==> config.mk <==
export PLATFORM = sky130hd
export DESIGN_NAME = a23_cache_flush_ctrl
export DESIGN_NICKNAME = d
export VERILOG_FILES = /design/src/rtl/a23_cache_pkg.sv /design/src/rtl/a23_region_decode.sv /design/src/rtl/a23_cache_flush_ctrl.sv
export SDC_FILE = /design/constraint.sdc
export NUM_CORES = 1
export LEC_CHECK = 0
export ABC_CLOCK_PERIOD_IN_PS = 3220
export BUFFER_PORTS_ARGS = -buffer_cell sky130_fd_sc_hd__clkbuf_2
export CAP_MARGIN = 40
export CELL_PAD_IN_SITES_DETAIL_PLACEMENT = 1
export CELL_PAD_IN_SITES_GLOBAL_PLACEMENT = 1
export CORE_MARGIN = 3
export CORE_UTILIZATION = 26
export DETAILED_ROUTE_END_ITERATION = 8
export PLACE_DENSITY = 0.81
export SLEW_MARGIN = 25
export SYNTH_ARGS = -nofsm -noshare
export SYNTH_HDL_FRONTEND = slang
export SYNTH_HIERARCHICAL = 1
export SYNTH_SLANG_ARGS = --single-unit
export TNS_END_PERCENT = 10
==> constraint.sdc <==
create_clock -name i_clk -period 3.22 [get_ports i_clk]
set_input_delay 0.644 -clock i_clk [delete_from_list [all_inputs] [get_ports i_clk]]
set_output_delay 0.644 -clock i_clk [all_outputs]
set_load 0.005 [all_outputs]
==> src/rtl/a23_cache_pkg.sv <==
`default_nettype none
// ============================================================================
// Module   : a23_cache_pkg
// Purpose  : Shared definitions for the Amber 23 cache control blocks:
//            flush sequencer state encoding, 2MB region address fields and
//            default cache geometry.
// Ports    : none (package)
// Revision : 1.0 - initial release
// ============================================================================
package a23_cache_pkg;

    // Flush sequencer states (explicit 2-bit encoding)
    typedef enum logic [1:0] {
        ST_IDLE  = 2'd0,
        ST_SWEEP = 2'd1,
        ST_DONE  = 2'd2
    } flush_state_t;

    // A region is 2MB: address bits [25:21] select one of 32 regions, and
    // only the low 64MB (bits [31:26] all zero) is covered by the flag word.
    localparam int REGION_LSB       = 21;
    localparam int REGION_W         = 5;
    localparam int REGION_LIMIT_MSB = 26;

    // Default cache geometry
    localparam int DEFAULT_SETS  = 256;
    localparam int DEFAULT_SET_W = 8;
    localparam int DEFAULT_WAYS  = 4;

endpackage : a23_cache_pkg
`default_nettype wire

==> src/rtl/a23_region_decode.sv <==
`default_nettype none
// ============================================================================
// Module   : a23_region_decode
// Purpose  : Splits a core address into a 2MB region index and a flag saying
//            whether the address lies inside the 64MB window that the
//            per-region flag registers describe. Shared by the disruptive-area
//            check and the cacheable-area check.
// Ports    : i_address  [31:0]         byte address
//            o_region   [REGION_W-1:0] region index (address bits [25:21])
//            o_in_range                address below 64MB
// Revision : 1.0 - initial release
// ============================================================================
module a23_region_decode
    import a23_cache_pkg::*;
(
    input  logic [31:0]         i_address,
    output logic [REGION_W-1:0] o_region,
    output logic                o_in_range
);

    // Offset within the region is irrelevant to region decoding.
    logic w_unused_offset;
    assign w_unused_offset = ^i_address[REGION_LSB-1:0];

    assign o_region   = i_address[REGION_LSB +: REGION_W];
    assign o_in_range = (i_address[31:REGION_LIMIT_MSB] == '0);

endmodule : a23_region_decode
`default_nettype wire

==> src/rtl/a23_cache_flush_ctrl.sv <==
`default_nettype none
// ============================================================================
// Module   : a23_cache_flush_ctrl
// Purpose  : Sequences invalidation of the cache tag RAM. A sweep starts on a
//            CP15 flush pulse, on a core write into a disruptive 2MB region,
//            or on reset release, and writes an invalid tag to every way of
//            every set while holding the core stalled.
// Ports    : i_clk              core clock
//            i_rst_n            synchronous active-low reset
//            i_fetch_stall      global pipeline stall (masks core writes)
//            i_cache_enable     CP15 cache_control bit 0
//            i_cache_flush      one-cycle flush request
//            i_disruptive_area  per-2MB-region disruptive flags
//            i_core_write       core data write this cycle
//            i_core_address     core write address
//            o_flush_busy       sweep in progress, core must stall
//            o_tag_wr_en        tag RAM write enables (all ways)
//            o_tag_wr_addr      set index being invalidated
//            o_flush_done       one-cycle pulse after a complete sweep
//            o_cache_enable_eff cache enable gated by sweep activity
// Revision : 1.0 - initial release
// ============================================================================
module a23_cache_flush_ctrl
    import a23_cache_pkg::*;
#(
    parameter int SETS  = DEFAULT_SETS,
    parameter int SET_W = DEFAULT_SET_W,
    parameter int WAYS  = DEFAULT_WAYS
) (
    input  logic             i_clk,
    input  logic             i_rst_n,
    input  logic             i_fetch_stall,
    input  logic             i_cache_enable,
    input  logic             i_cache_flush,
    input  logic [31:0]      i_disruptive_area,
    input  logic             i_core_write,
    input  logic [31:0]      i_core_address,
    output logic             o_flush_busy,
    output logic [WAYS-1:0]  o_tag_wr_en,
    output logic [SET_W-1:0] o_tag_wr_addr,
    output logic             o_flush_done,
    output logic             o_cache_enable_eff
);

    localparam logic [SET_W-1:0] c_LAST_SET = SET_W'(SETS - 1);

    flush_state_t     r_state;
    logic [SET_W-1:0] r_count;
    logic             r_busy;
    logic [WAYS-1:0]  r_wr_en;
    logic             r_done;
    logic             r_init_pending;

    logic [REGION_W-1:0] w_region;
    logic                w_in_range;
    logic                w_disruptive_hit;
    logic                w_req;

    a23_region_decode u_region_decode (
        .i_address  (i_core_address),
        .o_region   (w_region),
        .o_in_range (w_in_range)
    );

    // A stalled write has not really happened yet, so it must not trigger.
    assign w_disruptive_hit = i_core_write & ~i_fetch_stall & i_cache_enable &
                              w_in_range & i_disruptive_area[w_region];

    // All sources collapse into one request, so coincident sources cost
    // exactly one sweep.
    assign w_req = r_init_pending | i_cache_flush | w_disruptive_hit;

    always_ff @(posedge i_clk) begin
        if (!i_rst_n) begin
            r_state        <= ST_IDLE;
            r_count        <= '0;
            r_busy         <= 1'b0;
            r_wr_en        <= '0;
            r_done         <= 1'b0;
            r_init_pending <= 1'b1;
        end else begin
            r_done <= 1'b0;
            case (r_state)
                ST_IDLE, ST_DONE: begin
                    if (w_req) begin
                        r_state        <= ST_SWEEP;
                        r_count        <= '0;
                        r_busy         <= 1'b1;
                        r_wr_en        <= '1;
                        r_init_pending <= 1'b0;
                    end else begin
                        r_state <= ST_IDLE;
                    end
                end
                ST_SWEEP: begin
                    if (w_req) begin
                        // Tags already cleared may have been refilled, so
                        // the whole sweep starts over.
                        r_count        <= '0;
                        r_init_pending <= 1'b0;
                    end else if (r_count == c_LAST_SET) begin
                        r_state <= ST_DONE;
                        r_count <= '0;
                        r_busy  <= 1'b0;
                        r_wr_en <= '0;
                        r_done  <= 1'b1;
                    end else begin
                        r_count <= r_count + SET_W'(1);
                    end
                end
                default: begin
                    r_state <= ST_IDLE;
                    r_count <= '0;
                    r_busy  <= 1'b0;
                    r_wr_en <= '0;
                end
            endcase
        end
    end

    assign o_flush_busy       = r_busy;
    assign o_tag_wr_en        = r_wr_en;
    assign o_tag_wr_addr      = r_count;
    assign o_flush_done       = r_done;
    // Gate lookups the moment a sweep is visible so stale tags never hit.
    assign o_cache_enable_eff = i_cache_enable & ~r_busy;

endmodule : a23_cache_flush_ctrl
`default_nettype wire

* Word-level counts from Yosys, hierarchy flattened *
Cells that the tools add are included.

word-level totals
  register bits = 17
  input bits = 70
  output and inout bits = 15

cells by class
  add/sub/neg operators = 1
  $lt $le $gt $ge = 1
  eq/ne operators = 6
  multiplexer cells = 19
  bitwise gates (word level) = 11
  reductions and logical operators = 8

operators by type and width
  operator               count
  $mux W8                3
  $pmux W8 S2            1
  $mux W4                3
  $add A8 B1 Y8 const B  1
  $eq A8 B8 Y1 const B   1
  $pmux W4 S2            1
  $logic_not A6 Y1       1
  $lt A5 B6 Y1 const B   1
  $mux W1                6
  $ne A2 B2 Y1 const B   3
  $reduce_or A3 Y1       2
  $and A1 B1 Y1          5
  $bmux W1 S5            1
  $mux W2                2
  $not A1 Y1             4
  $pmux W2 S2            1
  $reduce_and A2 Y1      2
  $reduce_and A3 Y1      1
  $eq A2 B1 Y1 const B   1
  $eq A2 B2 Y1 const B   1
  $logic_not A2 Y1       1
  $or A1 B1 Y1           2
  $pmux W1 S2            1
  $reduce_or A2 Y1       1

* Logic depth before layout (Yosys ltp) *
Gate-level depths: netlist (run 1).

  depth in word-level cells = 8
  mapped depth = 9
  gate-level depth less buffers = 6

* Cells and area by module *
Netlist (run 1), hierarchy kept.

by module, submodules not included
  module                instances  cells each  area an instance (um^2)  sequential area each (um^2)
  a23_cache_flush_ctrl  1          105         970.9                    260.2
  a23_region_decode     1          7           55.1                     0.0

* Least setup slack after synthesis (run 1) *
OpenSTA, ideal clock, no wires.

  path kind = in2reg
  start = input port i_core_address[21]
  end = register r_count[5], in the netlist o_tag_wr_addr[5]
  library setup time = 100 ps
  arrival = 2356 ps
  required time = 3120 ps
  setup slack = 764 ps
  stages on the path = 9
  path buffers = 4
  path through = buf_4 buf_2 buf_6 mux4_2 mux2i_1 nand3b_1 and3_1 buf_4 a2111oi_4

on the way
  word-level cells in the longest chain between the ends = 6

RTL lines
  what                               RTL line                     RTL
  from (decl)                        a23_cache_flush_ctrl.sv:37   input logic [31:0] i_core_address,
  $bmux W1 S5 (*)                    a23_cache_flush_ctrl.sv:67   w_in_range & i_disruptive_area[w_region];
  $mux W1 (not written as such) (*)  a23_cache_flush_ctrl.sv:67
  $and A1 B1 Y1 (*)                  a23_cache_flush_ctrl.sv:67
  $or A1 B1 Y1 (*)                   a23_cache_flush_ctrl.sv:71   assign w_req = r_init_pending | i_cache_flush | w_disruptive_hit;
  $mux W8                            a23_cache_flush_ctrl.sv:96   if (w_req) begin
  $pmux W8 S2                        a23_cache_flush_ctrl.sv:83   case (r_state)
  to (signal assigned)               a23_cache_flush_ctrl.sv:108  r_count <= r_count + SET_W'(1);
  to (decl)                          a23_cache_flush_ctrl.sv:48   logic [SET_W-1:0] r_count;

Mark *: on every way between the ends. The rest lies on a longest branch, timed or not. The select of a mux whose other input is x is not followed.
A chain may end at the register's enable or synchronous reset.

* Final worst setup path (run 1) *
  start = input port i_core_address[21]
  end = register r_done, in the netlist o_flush_done

on the way
  word-level cells in the longest chain between the ends = 5

RTL lines
  what                           RTL line                     RTL
  $bmux W1 S5                    a23_cache_flush_ctrl.sv:67
  $mux W1 (not written as such)  a23_cache_flush_ctrl.sv:67
  $and A1 B1 Y1                  a23_cache_flush_ctrl.sv:67
  $or A1 B1 Y1                   a23_cache_flush_ctrl.sv:71
  $reduce_or A3 Y1 (no line)     -
  to (signal assigned)           a23_cache_flush_ctrl.sv:79   r_done <= 1'b0;
  to (signal assigned)           a23_cache_flush_ctrl.sv:82   r_done <= 1'b0;
  to (signal assigned)           a23_cache_flush_ctrl.sv:106  r_done <= 1'b1;
  to (decl)                      a23_cache_flush_ctrl.sv:51   logic r_done;

No other way between the ends. The select of a mux whose other input is x is not followed.

==> flow_metrics.env, run 1 <==
export IMPL_final_cells=215
export IMPL_cp_end_kind="register"
export IMPL_cts_max_path_buffers=2
export IMPL_wirelength_um=2720
export IMPL_core_area_um2=3740
export IMPL_tightestPinTransition_ps=630
export IMPL_route_vias_total=1052
export IMPL_drt_pass1_iterations=4
export IMPL_rsz0062_at_grt="no"
export IMPL_start_util=0.274
export IMPL_relSlewSlack=0.579
export IMPL_fmax_ghz=0.414
export IMPL_cp_start_kind="primary input"
export IMPL_via_per_inst=4.89
export IMPL_cts_resized=0
export IMPL_synthTopCellsByArea="dfxtp_1 25%, mux2i_1 14%, mux4_2 11%"
export IMPL_finalSetupViolCount=0
export IMPL_layout_min_cycle_time_ps=2420
export IMPL_grt_pass1_vias=1143
export IMPL_area_growth_pct=32.4
export IMPL_worstPathCellList="clkbuf_2 > mux2i_1 > mux4_2 > a31oi_1 > and3_1 > nor4_1"
export IMPL_nets=239
export IMPL_grt_start_max_net_pins=16
export IMPL_power_frac_seq=0.421
export IMPL_cts_buffers=3
export IMPL_final_period_utilization=0.750
export IMPL_cts_sinks=13
export IMPL_tns_ps=0
export IMPL_grt_pass1_wl_um=4710
export IMPL_die_y_um=68.8
export IMPL_drive_gt1_frac=0.455
export IMPL_path_max_fanout=14
export IMPL_min_from="r_init_pending$_SDFFE_PN1P_"
export IMPL_p_per_area_nw_per_um2=298
export IMPL_syn_nets=183
export IMPL_dp_final_hpwl_um=2370
export IMPL_num_rows=22
export IMPL_cts_tree="yes"
export IMPL_p_switching_w=0.000102
export IMPL_route_detailed_drc=0
export IMPL_path_class="in2reg"
export IMPL_worst_skew_pair_late_latency_ps=250
export IMPL_fin_worst_skew_ps=1.46
export IMPL_synth_top_area_share=0.254
export IMPL_status="complete, no violations"
export IMPL_synthesis_area_um2=1030
export IMPL_swShare=0.251
export IMPL_regToRegStartpoint="o_tag_wr_addr[0]$_SDFFE_PN0P_"
export IMPL_timing_hold_ws_ps=486
export IMPL_grt_antenna_before_repair=0
export IMPL_ys_ff_latch=13
export IMPL_grt_remaining_overflow=0
export IMPL_ir_drop_mv=0.0995
export IMPL_power_frac_clock=0.368
export IMPL_p_leak_nw=0.614
export IMPL_final_max_slew_viol_count=0
export IMPL_cts_clk_slew_worst_paths_ps=50
export IMPL_drv_cap=0
export IMPL_io_pins=85
export IMPL_required_ps=3340
export IMPL_gp_congestion=0.705
export IMPL_synth_edff_count=0
export IMPL_yosys_area_top_type="dfxtp_1"
export IMPL_cp_arrival_ps=2530
export IMPL_yosysSeqAreaShare=0.254
export IMPL_dieArea_um2=4740
export IMPL_cts_setup_buffers=0
export IMPL_ys_types=33
export IMPL_gr_usage_all_layers=0.131
export IMPL_ctsHoldBuffers=0
export IMPL_yosysWarningCount=6
export IMPL_min_delay_path_class="reg2reg"
export IMPL_yosysMostFrequentCell="mux2i_1"
export IMPL_antenna_cells=0
export IMPL_syn_area_per_cell_um2=9.16
export IMPL_hold_viol_final=0
export IMPL_h_tree_depth=1
export IMPL_postSynth_asyncResetShare=0
export IMPL_synth_main_ff_cell="dfxtp_1"
export IMPL_port_buffers=63
export IMPL_crit_path_top_delay_cell="and3_1"
export IMPL_netlist_top_cells_count="14 x mux2i_1, 13 x dfxtp_1, 10 x buf_4, 10 x nand2_1, 10 x nor3_1"
export IMPL_wl_per_cell_um=12.7
export IMPL_critPathMaxStageDelay_ps=540
export IMPL_netlist_instances=112
export IMPL_die_width_um=68.8
export IMPL_regToRegSetupSlack_ps=1470
export IMPL_drtIter0Drc=37
export IMPL_combPwrFrac=0.210
export IMPL_finalPower_w=0.000405
export IMPL_ant_nets=0
export IMPL_startpoint="i_core_address[21]"
export IMPL_root_buffer="clkbuf_8"
export IMPL_dpl_instance_area_um2=1310
export IMPL_dp_cells=211
export IMPL_final_cell_area_um2=1360
export IMPL_internal_power_w=0.000303
layout make-up:
| type | count | area, µm² |
|---|---|---|
| well taps | 48 | 60.1 |
| flip-flops and latches | 13 | 260 |
| fillers | 485 | 2380 |
| clock buffers | 4 | 45.0 |
| inverters | 4 | 15.0 |
| repair buffers | 64 | 323 |
| multi-input cells | 82 | 656 |
path summary, 6_finish.rpt:
check | end | cells after the start
worst max-delay path | o_flush_done$_SDFF_PP0_ | 6
worst min-delay path | r_init_pending$_SDFFE_PN1P_ | 2
worst max register to register | o_tag_wr_addr[3]$_SDFFE_PN0P_ | 7
worst min register to register | r_init_pending$_SDFFE_PN1P_ | 2
worst max-delay path: cells and delay by family:
kind / cells / cell delay, ps
AND/OR/NAND/NOR: 2 / 650
multiplexers: 2 / 610
buffers and inverters: 1 / 350
AO/OA/AOI/OAI: 1 / 270
cell families (layout without fill, tap and decap cells):
| group | after synthesis | after routing | share of synthesized area |
|---|---|---|---|
| buf+inv | 17 | 72 | 0.107 |
| flops | 13 | 13 | 0.254 |
| xor+xnor | 2 | 2 | 0.0171 |
| mux | 19 | 19 | 0.246 |
| compound gates | 20 | 20 | 0.165 |
| simple gates | 40 | 40 | 0.199 |
| fa+ha+maj | 1 | 1 | 0.0122 |
power by group through the flow:
stage / sequential (W) / clock (W) / combinational (W)
2_1_floorplan: 0.000171 / 0 / 0.0000598
3_3_place_gp: 0.000174 / 0 / 0.0000851
3_5_place_dp: 0.000174 / 0 / 0.0000873
4_1_cts: 0.000171 / 0.000157 / 0.0000873
5_1_grt: 0.000172 / 0.000164 / 0.0000957
6_report: 0.000171 / 0.000149 / 0.0000853
per-layer routing:
metal,global-route usage,vias to the layer above,share of wire
li1,-,522,-
met1,0.140,478,0.40
met2,0.241,49,0.49
met3,0.0308,3,0.093
met4,0.0584,0,0.015
met5,0,-,0
per-stage QoR:
step                setup WS (ps)   util
floorplan                     764      -
global placement              507  0.351
detailed placement            530  0.351
CTS                           790  0.363
global route                  589  0.363
finish                        804  0.363
cells in the final DEF, fill, tap and decap left out:
master,count
clkbuf_2,63
mux2i_1,14
dfxtp_1,13
nand2_1,10
nor3_1,10
nor2_1,6
o21ai_0,5
mux4_2,5
inv_1,4
a21oi_1,4
a31oi_1,3
nor4_1,3
clkbuf_8,3
nor2b_1,2
and3_1,2
nand3_1,2
a2111oi_4,2
o31ai_1,1
nand4b_1,1
nand3b_1,1
a22oi_1,1
nand4_1,1
xnor2_1,1
a2bb2oi_1,1
xor2_1,1
a21o_1,1
o21ba_2,1
a41oi_1,1
ha_1,1
clkbuf_1,1
buf_4,1
or4_1,1
nor3_2,1
registers in the layout, summed over array words and instances, names as in the netlist:
name and flops:
r_init_pending 1, o_flush_done 1, o_tag_wr_addr 8, r_state 2, o_tag_wr_en 1
No activity file was read; power rests on OpenSTA's default activity.
==> run 2, diff against run 1 <==
- ABC_CLOCK_PERIOD_IN_PS: 3220 -> 2180
- CORE_UTILIZATION: 26 -> 23
- PLACE_DENSITY: 0.81 -> 0.76
- clock period: 3.22 -> 2.18 ns (I/O delays scaled with it)
==> flow_metrics.env, run 2 (synthesized netlist as in run 1, its figures left out) <==
export IMPL_grt_pass1_vias=1217
export IMPL_final_period_utilization=0.882
export IMPL_cts_max_path_buffers=2
export IMPL_grt_start_max_net_pins=15
export IMPL_timing_hold_ws_ps=362
export IMPL_port_buffers=63
export IMPL_hold_viol_final=0
export IMPL_cp_start_kind="primary input"
export IMPL_tightestPinTransition_ps=495
export IMPL_relSlewSlack=0.669
export IMPL_ant_nets=0
export IMPL_final_common_cell="clkbuf_2"
export IMPL_root_buffer="clkbuf_8"
export IMPL_internal_power_w=0.000457
export IMPL_route_detailed_drc=0
export IMPL_gr_usage_all_layers=0.123
export IMPL_setup_ws_ps=257
export IMPL_hold_depth=2
export IMPL_final_cell_mix="63 x clkbuf_2, 14 x mux2i_1, 13 x dfxtp_1"
export IMPL_drtIter0Drc=49
export IMPL_route_vias_total=1118
export IMPL_nets=245
export IMPL_power_frac_clock=0.361
export IMPL_via_per_inst=5.01
export IMPL_cpMostUsedCell="buf_12"
export IMPL_r2r_cells=7
export IMPL_pre_cts_slack_ps=10.4
export IMPL_die_y_um=72.8
export IMPL_cts_sinks=13
export IMPL_cts_setup_buffers=0
export IMPL_wirelength_um=2960
export IMPL_ctsHoldBuffers=0
export IMPL_swShare=0.253
export IMPL_cp_top_family="multiplexers"
export IMPL_ir_drop_mv=0.130
export IMPL_die_width_um=72.8
export IMPL_drt_pass1_iterations=4
export IMPL_cts_clk_slew_worst_paths_ps=60
export IMPL_grt_remaining_overflow=0
export IMPL_dieArea_um2=5300
export IMPL_critPathBufInv=3
export IMPL_core_area_um2=4140
export IMPL_rsz0062_at_grt="no"
export IMPL_p_leak_nw=0.650
export IMPL_fin_worst_skew_ps=0.727
export IMPL_wl_per_cell_um=13.3
export IMPL_worst_skew_pair_late_latency_ps=250
export IMPL_cts_buffers=3
export IMPL_drv_cap=0
export IMPL_start_util=0.248
export IMPL_h_tree_depth=1
export IMPL_p_per_area_nw_per_um2=427
export IMPL_path_max_fanout=14
export IMPL_worstPathCellList="clkbuf_2 > buf_12 > mux4_2 > mux2i_1 > nand3b_1 > and3_1 > buf_12 > nor4_1"
export IMPL_combPwrFrac=0.231
export IMPL_grt_pass1_wl_um=5160
export IMPL_path_class="in2reg"
export IMPL_crit_path_top_delay_cell="mux4_2"
export IMPL_finalSetupViolCount=0
export IMPL_critPathMaxStageDelay_ps=500
export IMPL_fmax_ghz=0.520
export IMPL_io_pins=85
export IMPL_cp_end_kind="register"
export IMPL_num_rows=23
export IMPL_cts_tree="yes"
export IMPL_tns_ps=0
export IMPL_drive_gt1_frac=0.474
export IMPL_min_delay_path_class="in2reg"
export IMPL_gp_congestion=0.777
export IMPL_p_switching_w=0.000155
export IMPL_largest_register_ffs=8
export IMPL_layout_min_cycle_time_ps=1920
export IMPL_area_growth_pct=39.5
export IMPL_required_ps=2320
export IMPL_final_max_slew_viol_count=0
export IMPL_critical_path_depth=8
export IMPL_power_frac_seq=0.408
export IMPL_antenna_cells=0
export IMPL_dp_final_hpwl_um=2460
export IMPL_status="complete, no violations"
export IMPL_cp_arrival_ps=2060
export IMPL_cts_resized=0
export IMPL_grt_antenna_before_repair=0
==> run 2: worst register-to-register path: stages (launching register included) <==
cell and delay [ps]:
dfxtp_1 390, ha_1 210, nand3_1 220, o31ai_1 290, buf_4 200, o21ai_0 90
a21oi_1 160, nor3_1 70
==> run 2: area by class of cell <==
class	instances	area, µm²
fill	519	2710
multi-input combinational	82	656
timing repair buffer	70	393
sequential	13	260
tap	50	62.6
clock buffer	4	45.0
inverter	4	15.0
==> run 2: per-layer routing <==
metal	global-route usage	vias up	wire length, µm
met5	0	-	0
met4	0.0492	0	51
met3	0.0331	5	283
met2	0.216	56	1480
met1	0.139	524	1150
li1	-	533	-
==> run 2: per-stage QoR <==
step                      area (µm²)  std cells  total power [W]   util
after global routing            1430        223         0.000646  0.345
after detailed placement        1390        219         0.000398  0.335
after floorplan                 1040        112         0.000343      -
after CTS                       1430        223         0.000622  0.345
final                           1430        223         0.000611  0.345
after global placement          1390        219         0.000394  0.335
==> run 2: power by group through the flow <==
stage / logic (W) / registers, W / clock network, W
floorplan: 0.0000907 / 0.000252 / 0
global placement: 0.000140 / 0.000254 / 0
detailed placement: 0.000144 / 0.000255 / 0
CTS: 0.000145 / 0.000249 / 0.000229
global route: 0.000157 / 0.000251 / 0.000238
finish: 0.000141 / 0.000249 / 0.000221
==> run 2: path summary, 6_finish.rpt <==
| check | start | to | slack (ps) |
|---|---|---|---|
| min reg2reg | r_init_pending$_SDFFE_PN1P_ | r_init_pending$_SDFFE_PN1P_ | 470 |
| max reg2reg | o_tag_wr_addr[0]$_SDFFE_PN0P_ | o_tag_wr_addr[3]$_SDFFE_PN0P_ | 410 |
| max | i_core_address[21] | o_flush_done$_SDFF_PP0_ | 260 |
| min | i_rst_n | r_init_pending$_SDFFE_PN1P_ | 360 |
